### src/rtl/verlet_scheduler.sv
// Frame-level sequencer for the cloth/rope Node array.
// Each frame strobes every node once through its Verlet step, then runs
// CONSTRAINT_ITERS passes of the fix-constraint step, then pulses frame_done.
// A node that does not acknowledge within TIMEOUT cycles is skipped and logged.
module verlet_scheduler #(
    parameter int NODES            = 5,
    parameter int CONSTRAINT_ITERS = 3,
    parameter int TIMEOUT          = 16
) (
    input  logic                     clk,
    input  logic                     reset,
    input  logic                     start,
    input  logic [NODES-1:0]         node_done,
    output logic [NODES-1:0]         verlet_state,
    output logic [NODES-1:0]         fix_state,
    output logic                     busy,
    output logic                     frame_done,
    output logic [31:0]              frame_count,
    output logic                     err,
    output logic [$clog2(NODES)-1:0] err_node
);

    localparam int IW = $clog2(NODES);
    localparam int TW = $clog2(TIMEOUT);
    localparam int CW = (CONSTRAINT_ITERS > 1) ? $clog2(CONSTRAINT_ITERS) : 1;

    localparam logic [1:0] ST_IDLE   = 2'd0;
    localparam logic [1:0] ST_VERLET = 2'd1;
    localparam logic [1:0] ST_FIX    = 2'd2;
    localparam logic [1:0] ST_DONE   = 2'd3;

    localparam logic [IW-1:0]    LAST_IDX     = IW'(NODES - 1);
    localparam logic [CW-1:0]    LAST_ITER    = CW'(CONSTRAINT_ITERS - 1);
    localparam logic [TW-1:0]    LAST_WAIT    = TW'(TIMEOUT - 1);
    localparam logic [NODES-1:0] FIRST_STROBE = {{(NODES-1){1'b0}}, 1'b1};
    localparam logic [NODES-1:0] NO_STROBE    = {NODES{1'b0}};

    logic [1:0]       state_r, state_s;
    logic [IW-1:0]    idx_r, idx_s;
    logic [CW-1:0]    iter_r, iter_s;
    logic [TW-1:0]    wait_r, wait_s;
    logic [NODES-1:0] verlet_s, fix_s;
    logic             busy_s, done_s, err_s;
    logic [31:0]      count_s;
    logic [IW-1:0]    err_node_s;
    logic             hit_s, tout_s, adv_s;

    // Next-state and next-output computation; every output is a register fed from here.
    always_comb begin
        state_s    = state_r;
        idx_s      = idx_r;
        iter_s     = iter_r;
        wait_s     = wait_r;
        verlet_s   = NO_STROBE;
        fix_s      = NO_STROBE;
        busy_s     = 1'b0;
        done_s     = 1'b0;
        count_s    = frame_count;
        err_s      = err;
        err_node_s = err_node;
        // Only the strobed node's ack counts; an ack wins over a same-edge timeout.
        hit_s      = node_done[idx_r];
        tout_s     = (wait_r == LAST_WAIT);
        adv_s      = hit_s | tout_s;

        case (state_r)
            ST_IDLE: begin
                if (start) begin
                    state_s  = ST_VERLET;
                    idx_s    = {IW{1'b0}};
                    wait_s   = {TW{1'b0}};
                    verlet_s = FIRST_STROBE;
                    busy_s   = 1'b1;
                end else begin
                    state_s  = ST_IDLE;
                end
            end
            ST_VERLET, ST_FIX: begin
                busy_s = 1'b1;
                if (adv_s) begin
                    wait_s = {TW{1'b0}};
                    if (!hit_s) begin
                        err_s      = 1'b1;
                        err_node_s = idx_r;
                    end else begin
                        err_s      = err;
                    end
                    if (idx_r == LAST_IDX) begin
                        idx_s = {IW{1'b0}};
                        if (state_r == ST_VERLET) begin
                            state_s = ST_FIX;
                            iter_s  = {CW{1'b0}};
                            fix_s   = FIRST_STROBE;
                        end else if (iter_r != LAST_ITER) begin
                            iter_s  = iter_r + CW'(1);
                            fix_s   = FIRST_STROBE;
                        end else begin
                            // The DONE cycle carries the pulse and the updated count.
                            state_s = ST_DONE;
                            done_s  = 1'b1;
                            count_s = frame_count + 32'd1;
                        end
                    end else begin
                        idx_s = idx_r + IW'(1);
                        if (state_r == ST_VERLET) begin
                            verlet_s = FIRST_STROBE << idx_s;
                        end else begin
                            fix_s    = FIRST_STROBE << idx_s;
                        end
                    end
                end else begin
                    wait_s = wait_r + TW'(1);
                    if (state_r == ST_VERLET) begin
                        verlet_s = FIRST_STROBE << idx_r;
                    end else begin
                        fix_s    = FIRST_STROBE << idx_r;
                    end
                end
            end
            ST_DONE: begin
                state_s = ST_IDLE;
            end
            default: begin
                state_s = ST_IDLE;
                idx_s   = {IW{1'b0}};
                iter_s  = {CW{1'b0}};
                wait_s  = {TW{1'b0}};
            end
        endcase
    end

    // State and output registers, cleared asynchronously by reset.
    always_ff @(posedge clk or negedge reset) begin
        if (!reset) begin
            state_r      <= ST_IDLE;
            idx_r        <= {IW{1'b0}};
            iter_r       <= {CW{1'b0}};
            wait_r       <= {TW{1'b0}};
            verlet_state <= NO_STROBE;
            fix_state    <= NO_STROBE;
            busy         <= 1'b0;
            frame_done   <= 1'b0;
            frame_count  <= 32'd0;
            err          <= 1'b0;
            err_node     <= {IW{1'b0}};
        end else begin
            state_r      <= state_s;
            idx_r        <= idx_s;
            iter_r       <= iter_s;
            wait_r       <= wait_s;
            verlet_state <= verlet_s;
            fix_state    <= fix_s;
            busy         <= busy_s;
            frame_done   <= done_s;
            frame_count  <= count_s;
            err          <= err_s;
            err_node     <= err_node_s;
        end
    end

endmodule

### config.mk
export PLATFORM = sky130hd
export DESIGN_NAME = verlet_scheduler
export DESIGN_NICKNAME = d
export VERILOG_FILES = /design/src/rtl/verlet_scheduler.sv
export SDC_FILE = /design/constraint.sdc
export NUM_CORES = 1
export LEC_CHECK = 0
export CAP_MARGIN = 0
export CORE_AREA = 8 8 90 92
export CTS_CLUSTER_DIAMETER = 80
export DETAILED_ROUTE_END_ITERATION = 16
export DIE_AREA = 0 0 98 100
export PLACE_DENSITY = 0.74
export SLEW_MARGIN = 20
export SYNTH_ARGS = -nofsm -noshare
export SYNTH_HDL_FRONTEND = slang
export SYNTH_SLANG_ARGS = --single-unit
export TNS_END_PERCENT = 5
### constraint.sdc
create_clock -name clk -period 2.07 [get_ports clk]
set_clock_uncertainty 0.1 [all_clocks]
set_input_delay 0.207 -clock clk [delete_from_list [all_inputs] [get_ports clk]]
set_output_delay 0.207 -clock clk [all_outputs]
set_load 0.005 [all_outputs]
# [Word-level counts from Yosys, hierarchy flattened]
# Cells that the tools add are included.
[classes] add_sub_neg=4 magnitude_cmp=1 n_eq_ne=10 shifts=2 mux=37 bitwise_logic=4 reduce_logical=10
[ops] op="two-way mux 5 bit" n=9
[ops] op="adder 32 x 1 -> 32 bit (second input constant)" n=1
[ops] op="two-way mux 2 bit" n=6
[ops] op="two-way mux 1 bit" n=11
[ops] op="case mux 5 bit (2 select lines)" n=1
[ops] op="left shift 1 x 3 -> 5 bit (first input constant)" n=2
[ops] op="two-way mux 3 bit" n=3
[ops] op="AND reduction 3 bit" n=3
[ops] op="two-way mux 4 bit" n=2
[ops] op="!= test 2 bit (second input constant)" n=4
[ops] op="case mux 4 bit (2 select lines)" n=1
[ops] op="case mux 2 bit (3 select lines)" n=1
[ops] op="case mux 3 bit (2 select lines)" n=1
[ops] op="AND reduction 5 bit" n=1
[ops] op="adder 4 x 1 -> 4 bit (second input constant)" n=1
[ops] op="== test 2 bit (second input constant)" n=2
[ops] op="== test 4 bit (second input constant)" n=1
[ops] op="less-than comparator 3 x 4 -> 1 bit (second input constant)" n=1
[ops] op="AND reduction 4 bit" n=1
[ops] op="nonzero test 2 bit" n=2
[ops] op="adder 3 x 1 -> 3 bit (second input constant)" n=1
[ops] op="binary-select mux 1 bit (select 3 bit)" n=1
[ops] op="== test 3 bit (second input constant)" n=1
[ops] op="!= test 3 bit (second input constant)" n=1
[ops] op="8 further kinds" n=10
[word_totals] register_bits=59 output_inout_bits=48

# [Longest topological paths before layout]
# Gate-level depths: netlist (run 1).
[depth] ltp_word=6 depth_mapped=9 mapped_depth_nobuf=7

# [Least setup slack after synthesis (run 1)]
# No wires, ideal clock.
[synth_timing] path_type="flip-flop to flip-flop" from="register idx_r[1]" to="register frame_count[31]" setup_time_ps=123 t_arrival_ps=1813 required_time_ps=1847 path_slack_ps=35 stages_incl_launch_ff=10 synth_period_minus_slack_ps=2035 path_cell_list="dfrtp_1 -> buf_6 -> inv_1 -> ha_1 -> and2_1 -> buf_2 -> o211ai_4 -> nor4_4 -> nand4_1 -> xnor2_1"
[synth_between] elab_chain_cells=4
[synth_lines] item="from (decl)" line_no="39" source="logic [IW-1:0] idx_r, idx_s;"
[synth_lines] item="from (signal assigned)" line_no="136" source="idx_r <= {IW{1'b0}};"
[synth_lines] item="from (signal assigned)" line_no="148" source="idx_r <= idx_s;"
[synth_lines] item="binary-select mux 1 bit (select 3 bit)" line_no="62" source="hit_s = node_done[idx_r];"
[synth_lines] item="two-way mux 1 bit (not written as such)" line_no="62"
[synth_lines] item="OR 1 bit" line_no="64" source="adv_s = hit_s | tout_s;"
[synth_lines] item="AND reduction 5 bit (no source line) *"
[synth_lines] item="to (signal assigned)" line_no="155" source="frame_count <= count_s;"
[synth_lines] item="to (decl)" line_no="18" source="output logic [31:0] frame_count,"
# Mark *: on every way between the ends. The rest lies on a longest branch, timed or not. The select of a mux whose other input is x is not followed.
# A chain may end at the register's enable or synchronous reset.

# [Final worst setup path (run 1)]
[layout_timing] from="register idx_r[2]" to="register idx_r[0]"
[layout_between] elab_chain_cells=5
[layout_lines] item="binary-select mux 1 bit (select 3 bit)" line_no="62"
[layout_lines] item="two-way mux 1 bit (not written as such)" line_no="62"
[layout_lines] item="OR 1 bit" line_no="64"
[layout_lines] item="!= test 2 bit (no source line)"
[layout_lines] item="AND reduction 3 bit (no source line)"
# Parallel ways exist; a longest one is shown, timed or not. The select of a mux whose other input is x is not followed.

==> results of run 1 <==
[cell type report]
class | count | area share [%]
multi-input combinational | 201 | 37.7
sequential | 59 | 35.7
timing repair buffer | 81 | 18.3
clock buffer | 12 | 3.75
tap | 80 | 2.42
clock inverter | 4 | 1.18
inverter | 11 | 0.998
[per-layer routing]
metal / vias up / routed length [um]
met5: - / 0
met4: 0 / 68
met3: 4 / 424
met2: 60 / 3140
li1: 1147 / -
met1: 1118 / 3080
[power by group through the flow]
stage | combinational (mW) | clock, mW | sequential (mW)
floorplan | 0.0484 | 0 | 1.18
global placement | 0.101 | 0 | 1.18
detailed placement | 0.103 | 0 | 1.18
CTS | 0.114 | 1.09 | 1.16
global route | 0.127 | 1.15 | 1.16
finish | 0.113 | 1.07 | 1.16
[registers in the layout, indices dropped and copies added, names as in the netlist]
register / flops
idx_r: 3
frame_done: 1
err_node: 3
verlet_state: 5
state_r: 2
wait_r: 4
err: 1
frame_count: 32
iter_r: 2
busy: 1
fix_state: 5
[worst max path at each step]
stage	slack, ns	cells after the start	endpoint
2_1_floorplan	0.03	9	frame_count[31]
3_3_place_gp	0.05	6	verlet_state[2]
3_5_place_dp	-0.008	6	verlet_state[2]
4_1_cts	0.01	6	frame_count[23]
5_1_grt	-0.02	6	idx_r[0]
6_report	0.08	5	idx_r[0]
[logic make-up after synthesis]
| family | after synthesis |
|---|---|
| buffers and inverters | 18 |
| XOR/XNOR | 31 |
| AO/OA/AOI/OAI | 24 |
| multiplexers | 14 |
| AND/OR/NAND/NOR | 118 |
| adder cells (fa/ha/maj) | 13 |
| flip-flops | 59 |
[stage by stage]
step | TNS (ns) | power (mW) | setup slack, ns
after floorplan | 0 | 1.23 | 0.0346
after global placement | 0 | 1.28 | 0.0487
after detailed placement | -0.00824 | 1.29 | -0.00824
after CTS | 0 | 2.36 | 0.0132
after global routing | -0.0391 | 2.43 | -0.0226
final | 0 | 2.35 | 0.0765
[cells in the final DEF, fill, tap and decap left out, types with 2 or more instances in the layout]
master                            instances
sky130_fd_sc_hd__o41ai_1                  2
sky130_fd_sc_hd__mux2i_1                  5
sky130_fd_sc_hd__or4_1                    2
sky130_fd_sc_hd__mux2_2                   5
sky130_fd_sc_hd__xnor2_1                 23
sky130_fd_sc_hd__and2_1                   2
sky130_fd_sc_hd__buf_4                   24
sky130_fd_sc_hd__and3_1                   9
sky130_fd_sc_hd__nor4_2                   2
sky130_fd_sc_hd__and4_1                   2
sky130_fd_sc_hd__clkbuf_8                11
sky130_fd_sc_hd__o21ai_0                  2
sky130_fd_sc_hd__mux2_1                   2
sky130_fd_sc_hd__nand3_1                 17
sky130_fd_sc_hd__dfrtp_1                 59
sky130_fd_sc_hd__o22ai_1                  2
sky130_fd_sc_hd__ha_1                    12
sky130_fd_sc_hd__nor4_1                   2
sky130_fd_sc_hd__nor3_2                   3
sky130_fd_sc_hd__clkdlybuf4s50_1         54
sky130_fd_sc_hd__xor2_1                   8
sky130_fd_sc_hd__inv_1                   10
sky130_fd_sc_hd__clkinv_2                 2
sky130_fd_sc_hd__nor4_4                   2
sky130_fd_sc_hd__nor3_1                   5
sky130_fd_sc_hd__nand2_1                 27
sky130_fd_sc_hd__nor2_4                   2
sky130_fd_sc_hd__nand2b_1                 3
sky130_fd_sc_hd__nor2_1                  18
sky130_fd_sc_hd__o21ai_1                  3
sky130_fd_sc_hd__nand4_1                  8
[synthesized netlist by cell type, types with 2 or more instances]
| cell | number | area, um^2 |
|---|---|---|
| sky130_fd_sc_hd__and3_1 | 10 | 62.6 |
| sky130_fd_sc_hd__nand2_1 | 29 | 109 |
| sky130_fd_sc_hd__and4_1 | 2 | 17.5 |
| sky130_fd_sc_hd__nor3_1 | 5 | 25.0 |
| sky130_fd_sc_hd__mux2i_1 | 6 | 60.1 |
| sky130_fd_sc_hd__ha_1 | 13 | 163 |
| sky130_fd_sc_hd__o22ai_1 | 2 | 12.5 |
| sky130_fd_sc_hd__and2_1 | 3 | 18.8 |
| sky130_fd_sc_hd__dfrtp_1 | 59 | 1480 |
| sky130_fd_sc_hd__buf_6 | 2 | 22.5 |
| sky130_fd_sc_hd__nor3_2 | 3 | 30.0 |
| sky130_fd_sc_hd__o21ai_1 | 3 | 15.0 |
| sky130_fd_sc_hd__or4_1 | 2 | 15.0 |
| sky130_fd_sc_hd__nor4_2 | 3 | 37.5 |
| sky130_fd_sc_hd__o21a_1 | 2 | 15.0 |
| sky130_fd_sc_hd__inv_1 | 10 | 37.5 |
| sky130_fd_sc_hd__nand4_1 | 8 | 50.1 |
| sky130_fd_sc_hd__nand3_1 | 17 | 85.1 |
| sky130_fd_sc_hd__xnor2_1 | 23 | 201 |
| sky130_fd_sc_hd__xor2_1 | 8 | 70.1 |
| sky130_fd_sc_hd__clkbuf_1 | 2 | 7.51 |
| sky130_fd_sc_hd__nor2b_1 | 2 | 12.5 |
| sky130_fd_sc_hd__nor4_1 | 2 | 12.5 |
| sky130_fd_sc_hd__o41ai_1 | 2 | 17.5 |
| sky130_fd_sc_hd__o21ai_0 | 2 | 10.0 |
| sky130_fd_sc_hd__mux2_2 | 5 | 56.3 |
| sky130_fd_sc_hd__nand2b_1 | 3 | 18.8 |
| sky130_fd_sc_hd__mux2_1 | 2 | 22.5 |
| sky130_fd_sc_hd__buf_2 | 2 | 10.0 |
| sky130_fd_sc_hd__nor2_1 | 18 | 67.6 |
[timing repair]
item                       in CTS  in global routing
resized for setup               0                 14
setup endpoints to repair       1                 39
cloned                          1                  0
setup buffers                   3                  1
hold endpoints to repair       20                  0
hold buffers                    1                  0
pin swaps                       1                  4
[critical path, delay by kind of cell (launching register included)]
kind | cells | cell delay, ns
AO/OA/AOI/OAI | 2 | 0.65
flip-flops | 1 | 0.53
multiplexers | 1 | 0.20
AND/OR/NAND/NOR | 2 | 0.46
==> reports/summary.md, run 1 <==
* **final cell count without fillers** 448
* **Critical Path Source** idx_r[2]
* **register share of total power** 49.4%
* **area occupied by registers** 1480 um^2
* **share of the cycle needed by the critical path after routing** 96.3%
* **achievable frequency** 502 MHz
* **type of the worst setup path** reg2reg
* **Residual DRC** 0
* **multi-input gate area in the final layout** 1560 um^2
* **R2R cell count** 5
* **Die Footprint** 9800 um^2
* **Synth Area in XOR/XNOR** 8.88%
* **dominant combinational cell family by area after synthesis** simple AND/OR/NAND/NOR gates
* **Routed wire per std cell** 15.0 um
* **M3 GR Usage** 4.36%
* **total number of H-tree levels** 3
* **antenna diode count** 0
* **clock period minus worst slack** 1.99 ns
* **global-route wire length before repair** 11,300 um
* **Final HPWL DP** 4990 um
* **final-report hold violation count** 0
* **std cell rows** 30
* **Post-Synthesis Cell Area** 3060 um^2
* **WP data required** 2.25 ns
* **Cell Area, Placed** 3830 um^2
* **post-synthesis mux area share** 5.03%
* **result of the run** finished clean
* **Layout area overhead** 35.2%
* **clock latency at the later pin of the worst-skew pair** 0.34 ns
* **Initial Util** 46.0%
* **Post-Route WL** 6710 um
* **count of nets after finishing** 384
* **Synth Warn #** 0
* **Critical Path Fanout Max** 13
* **post-synthesis adder-cell area fraction** 5.32%
* **arrival time reported for the critical path endpoint** 2.17 ns
* **worst-path cell chain** or2_1, o22ai_4, nor2_4, a2111oi_4, mux2_2
* **power density normalized to cell area** 568 nW/um^2
* **worst relative slew slack** 65.5%
* **Compound-Gate Fraction of Synth Area** 7.41%
* **net count of the mapped netlist** 298
* **placed cell count** 426
* **post-DR vias/cell** 5.20
* **area of the core** 6640 um^2
* **CTS tree** yes
* **sequential fraction of the synthesis area** 48.3%
* **number of antenna violations at the first check in global routing** 0
* **global route total overflow** 0
* **IO Port Bufs** 55
* **Final Slew Violations** 0
* **Tightest Pin Transition** 0.517 ns
* **internal power contribution** 1.83 mW
* **setup-violating endpoint count in the final report** 0
* **Cells after Synth** 277
* **worst hold path class** in2async
* **overall routing resource usage** 14.3%
* **unrepaired setup endpoints after global routing** yes
* **I/O pin count** 56
* **count of vias placed by the detailed router** 2,329
* **count of max-cap constraint violations** 0
* **synthesized area divided by synthesized cell count** 11.0 um^2
* **switching power summed over all nets** 516 uW
* **delay of the slowest critical-path stage** 0.53 ns
* **end-of-flow core utilization** 62.2%
* **flip-flop and latch count after synthesis** 59
* **Critical Path Sink Type** flip-flop
* **simple-gate portion of the synthesized area** 22.2%
* **TritonRoute pass-1 iters** 4
* **final design instance area without fill** 4140 um^2
* **deepest clock path buffer count** 2
* **post-synthesis async set-or-reset flop share** 100%
* **met1 global-route usage** 17.5%
* **Combinational Power Share** 4.8%
* **cell at the root of the clock tree** sky130_fd_sc_hd__clkbuf_8
* **Most used DFF post-synth** sky130_fd_sc_hd__dfrtp_1
* **placer congestion estimate** 0.855
* **number of fill cells in the layout** 542
* **slowest stage cell on the critical path** sky130_fd_sc_hd__dfrtp_1
* **RR Endpoint** idx_r[0]
* **clk sink count** 59
* **leakage dissipation** 1.84 nW
* **Max rail drop VDD** 395 uV
* **Sw Share** 22.0%
* **Post-synth EDFFs** 0
* **number of antenna-violating nets in the routed design** 0
* **critical path launch point type** flip-flop
* **fraction of final layout cells sized beyond drive strength 1** 20.7%
* **Synth cell types** 57
* **Die Wd** 98 um
* **clock network fraction of design power** 45.7%
* **worst reg2reg path startpoint** idx_r[2]
* **number of global-route vias before repair** 2,353
* **clock slew at reported path FFs** 0.06 ns
* **total clock buffers created by CTS** 9
* **met2 layer usage reported by global route** 22.7%
* **height of the die** 100 um
* **smallest hold slack** 0.281 ns
* **violation count after the first detailed-routing iteration** 81
* **flop2flop setup slack** 0.08 ns
* **most used routing layer** met2
* **maximum number of pins on one net before global-route repair** 27
No activity file was read; power rests on OpenSTA's default activity.
==> inputs of run 2 (changes only) <==
- SLEW_MARGIN: 20 -> default
==> results of run 2 <==
Final layout, timing and power as in run 1 (identical DEF).
==> inputs of run 3 (changes only) <==
- GPL_TIMING_DRIVEN: default -> 0
==> reports/summary.md, run 3 (synthesis results as in run 1) <==
* **result of the run** finished clean
* **cell at the root of the clock tree** sky130_fd_sc_hd__clkbuf_8
* **number of flip-flops in the largest register** 32, unchanged
* **CTS tree** yes
* **flop2flop setup slack** 0.06 ns, -0.02 ns
* **most common cell after layout, fill and taps aside** sky130_fd_sc_hd__dfrtp_1
* **number of antenna violations at the first check in global routing** 0, unchanged
* **IO Port Bufs** 55, unchanged
* **maximum number of pins on one net before global-route repair** 41, +52%
* **Post-Route WL** 6590 um, -1.8%
* **area of the core** 6640 um^2, unchanged
* **deepest clock path buffer count** 2, unchanged
* **Cell Area, Placed** 3720 um^2, -2.7%
* **clock network fraction of design power** 45.7%, about the same
* **Sw Share** 20.8%, -1.2 points
* **clock period minus worst slack** 2.01 ns, +0.0196 ns
* **count of vias placed by the detailed router** 2,300, -1.2%
* **top library cells by usage in the layout, fill and taps aside** 58 x sky130_fd_sc_hd__dfrtp_1, 54 x sky130_fd_sc_hd__clkdlybuf4s50_1, 27 x sky130_fd_sc_hd__nand2_1, 22 x sky130_fd_sc_hd__xnor2_1, 17 x sky130_fd_sc_hd__nand3_1
* **clock slew at reported path FFs** 0.06 ns, about the same
* **number of fill cells in the layout** 548, +1.1%
* **achievable frequency** 497 MHz, -0.97%
* **number of global-route vias before repair** 2,393, +1.7%
* **Final HPWL DP** 4780 um, -4.1%
* **Combinational Power Share** 4.4%, -0.4 points
* **register name with the most flops** frame_count
* **final design instance area without fill** 4060 um^2, -1.9%
* **clock latency at the later pin of the worst-skew pair** 0.34 ns, about the same
* **Critical Path Sink Type** flip-flop
* **Die Wd** 98 um, unchanged
* **RR Endpoint** frame_count[30]
* **type of the worst setup path** reg2reg
* **arrival time reported for the critical path endpoint** 2.14 ns, -0.03 ns
* **area occupied by registers** 1480 um^2, about the same
* **TNS Setup** 0 ns, unchanged
* **placer congestion estimate** 0.802, -6.2%
* **total clock buffers created by CTS** 9, unchanged
* **Max rail drop VDD** 429 uV, +8.7%
* **TritonRoute pass-1 iters** 4, unchanged
* **global-route wire length before repair** 11,400 um, +0.55%
* **worst reg2reg path startpoint** idx_r[1]
* **antenna diode count** 0, unchanged
* **number of antenna-violating nets in the routed design** 0, unchanged
* **Residual DRC** 0, unchanged
* **internal power contribution** 1.84 mW, +0.69%
* **worst hold path class** in2async
* **post-DR vias/cell** 5.34, +2.7%
* **I/O pin count** 56, unchanged
* **Total Power** 2.33 mW, -0.87%
* **height of the die** 100 um, unchanged
* **clk sink count** 59, unchanged
* **final-report hold violation count** 0, unchanged
* **leakage dissipation** 1.80 nW, -2.3%
* **switching power summed over all nets** 483 uW, -6.4%
* **overall routing resource usage** 14.5%, +0.18 points
* **count of max-cap constraint violations** 0, unchanged
* **power density normalized to cell area** 574 nW/um^2, +1.1%
* **smallest hold slack** 0.263 ns, -0.0182 ns
* **Die Footprint** 9800 um^2, unchanged
* **worst relative slew slack** 66.9%, +1.4 points
* **global route total overflow** 0, unchanged
* **Routed wire per std cell** 15.3 um, +2.0%
* **end-of-flow core utilization** 61.0%, -1.2 points
* **Initial Util** 46.0%, unchanged
* **unrepaired setup endpoints after global routing** yes
* **Layout area overhead** 32.6%
* **setup-violating endpoint count in the final report** 0, unchanged
* **count of nets after finishing** 369, -3.9%
* **largest registers** frame_count (32), fix_state (5), verlet_state (5)
* **violation count after the first detailed-routing iteration** 68, -16%
* **total number of H-tree levels** 3, unchanged
* **R2R cell count** 9, +4
* **share of the cycle needed by the critical path after routing** 97.2%, +0.95 points
* **std cell rows** 30, unchanged
* **Tightest Pin Transition** 0.492 ns, -0.0250 ns
* **WP data required** 2.19 ns, -0.06 ns
* **multi-input gate area in the final layout** 1570 um^2, +1.0%
* **register share of total power** 50.0%, +0.6 points
* **Critical Path Fanout Max** 7, -6
* **fraction of final layout cells sized beyond drive strength 1** 18.8%, -1.8 points
* **Final Slew Violations** 0, unchanged
* **critical path launch point type** flip-flop
==> run 3: cell types whose count changed in the layout (fill, tap and decap cells not counted), sizes merged <==
cell    delta
buf       -15
clkinv     -2
clkbuf     +1
nor2       -1
==> run 3: how the worst max path moves through the flow <==
stage | startpoint | to | cells after the start
after CTS | idx_r[1] | frame_count[30] | 9
final | idx_r[1] | frame_count[30] | 9
after global routing | idx_r[1] | iter_r[1] | 8
after detailed placement | idx_r[1] | frame_count[30] | 9
after global placement | reset | frame_count[27] | 1
after floorplan | idx_r[1] | frame_count[31] | 9
==> run 3: power groups by stage <==
| stage | clock network, mW | logic, mW | registers (mW) |
|---|---|---|---|
| final | 1.06 | 0.102 | 1.16 |
| after CTS | 1.09 | 0.105 | 1.16 |
| after global routing | 1.13 | 0.114 | 1.16 |
| after detailed placement | 0 | 0.102 | 1.18 |
| after floorplan | 0 | 0.0484 | 1.18 |
| after global placement | 0 | 0.0953 | 1.18 |
==> run 3: critical path, cell delays in order (launching register included) <==
cell	delay (ns)
sky130_fd_sc_hd__dfrtp_1	0.40
sky130_fd_sc_hd__buf_6	0.14
sky130_fd_sc_hd__inv_2	0.07
sky130_fd_sc_hd__ha_4	0.15
sky130_fd_sc_hd__and2_1	0.14
sky130_fd_sc_hd__buf_6	0.14
sky130_fd_sc_hd__o211ai_4	0.13
sky130_fd_sc_hd__nor4_4	0.32
sky130_fd_sc_hd__nand4_1	0.15
sky130_fd_sc_hd__xnor2_1	0.16
==> run 3: timing repair <==
item / CTS / global route
pin swaps: 3 / 3
endpoints found under the setup margin: 26 / 29
hold buffers: 1 / 0
setup buffers: 3 / 1
resized for setup: 13 / 13
hold endpoints to repair: 19 / 0
==> run 3: layout make-up <==
cell class | instances | area share [%]
Tap cell | 80 | 2.47
Clock buffer | 12 | 4.07
Sequential cell | 59 | 36.4
Inverter | 11 | 1.02
Clock inverter | 2 | 0.864
Timing Repair Buffer | 61 | 14.9
Multi-Input combinational cell | 200 | 38.8
Buffer | 6 | 1.39
==> run 3: per-layer routing <==
layer  part of all wire [%]  wire length [um]  GRT usage, %
met1                     46              3010          17.2
met2                     47              3120          23.1
met3                    4.7               307          3.53
met4                    2.3               151          9.23
met5                      0                 0             0
==> run 3: metrics by stage <==
step                      cells  setup slack [ns]
after floorplan             277            0.0346
after global routing        431           -0.0579
after CTS                   430          -0.00460
final                       431            0.0569
after global placement      412             -1.14
after detailed placement    413            -0.191
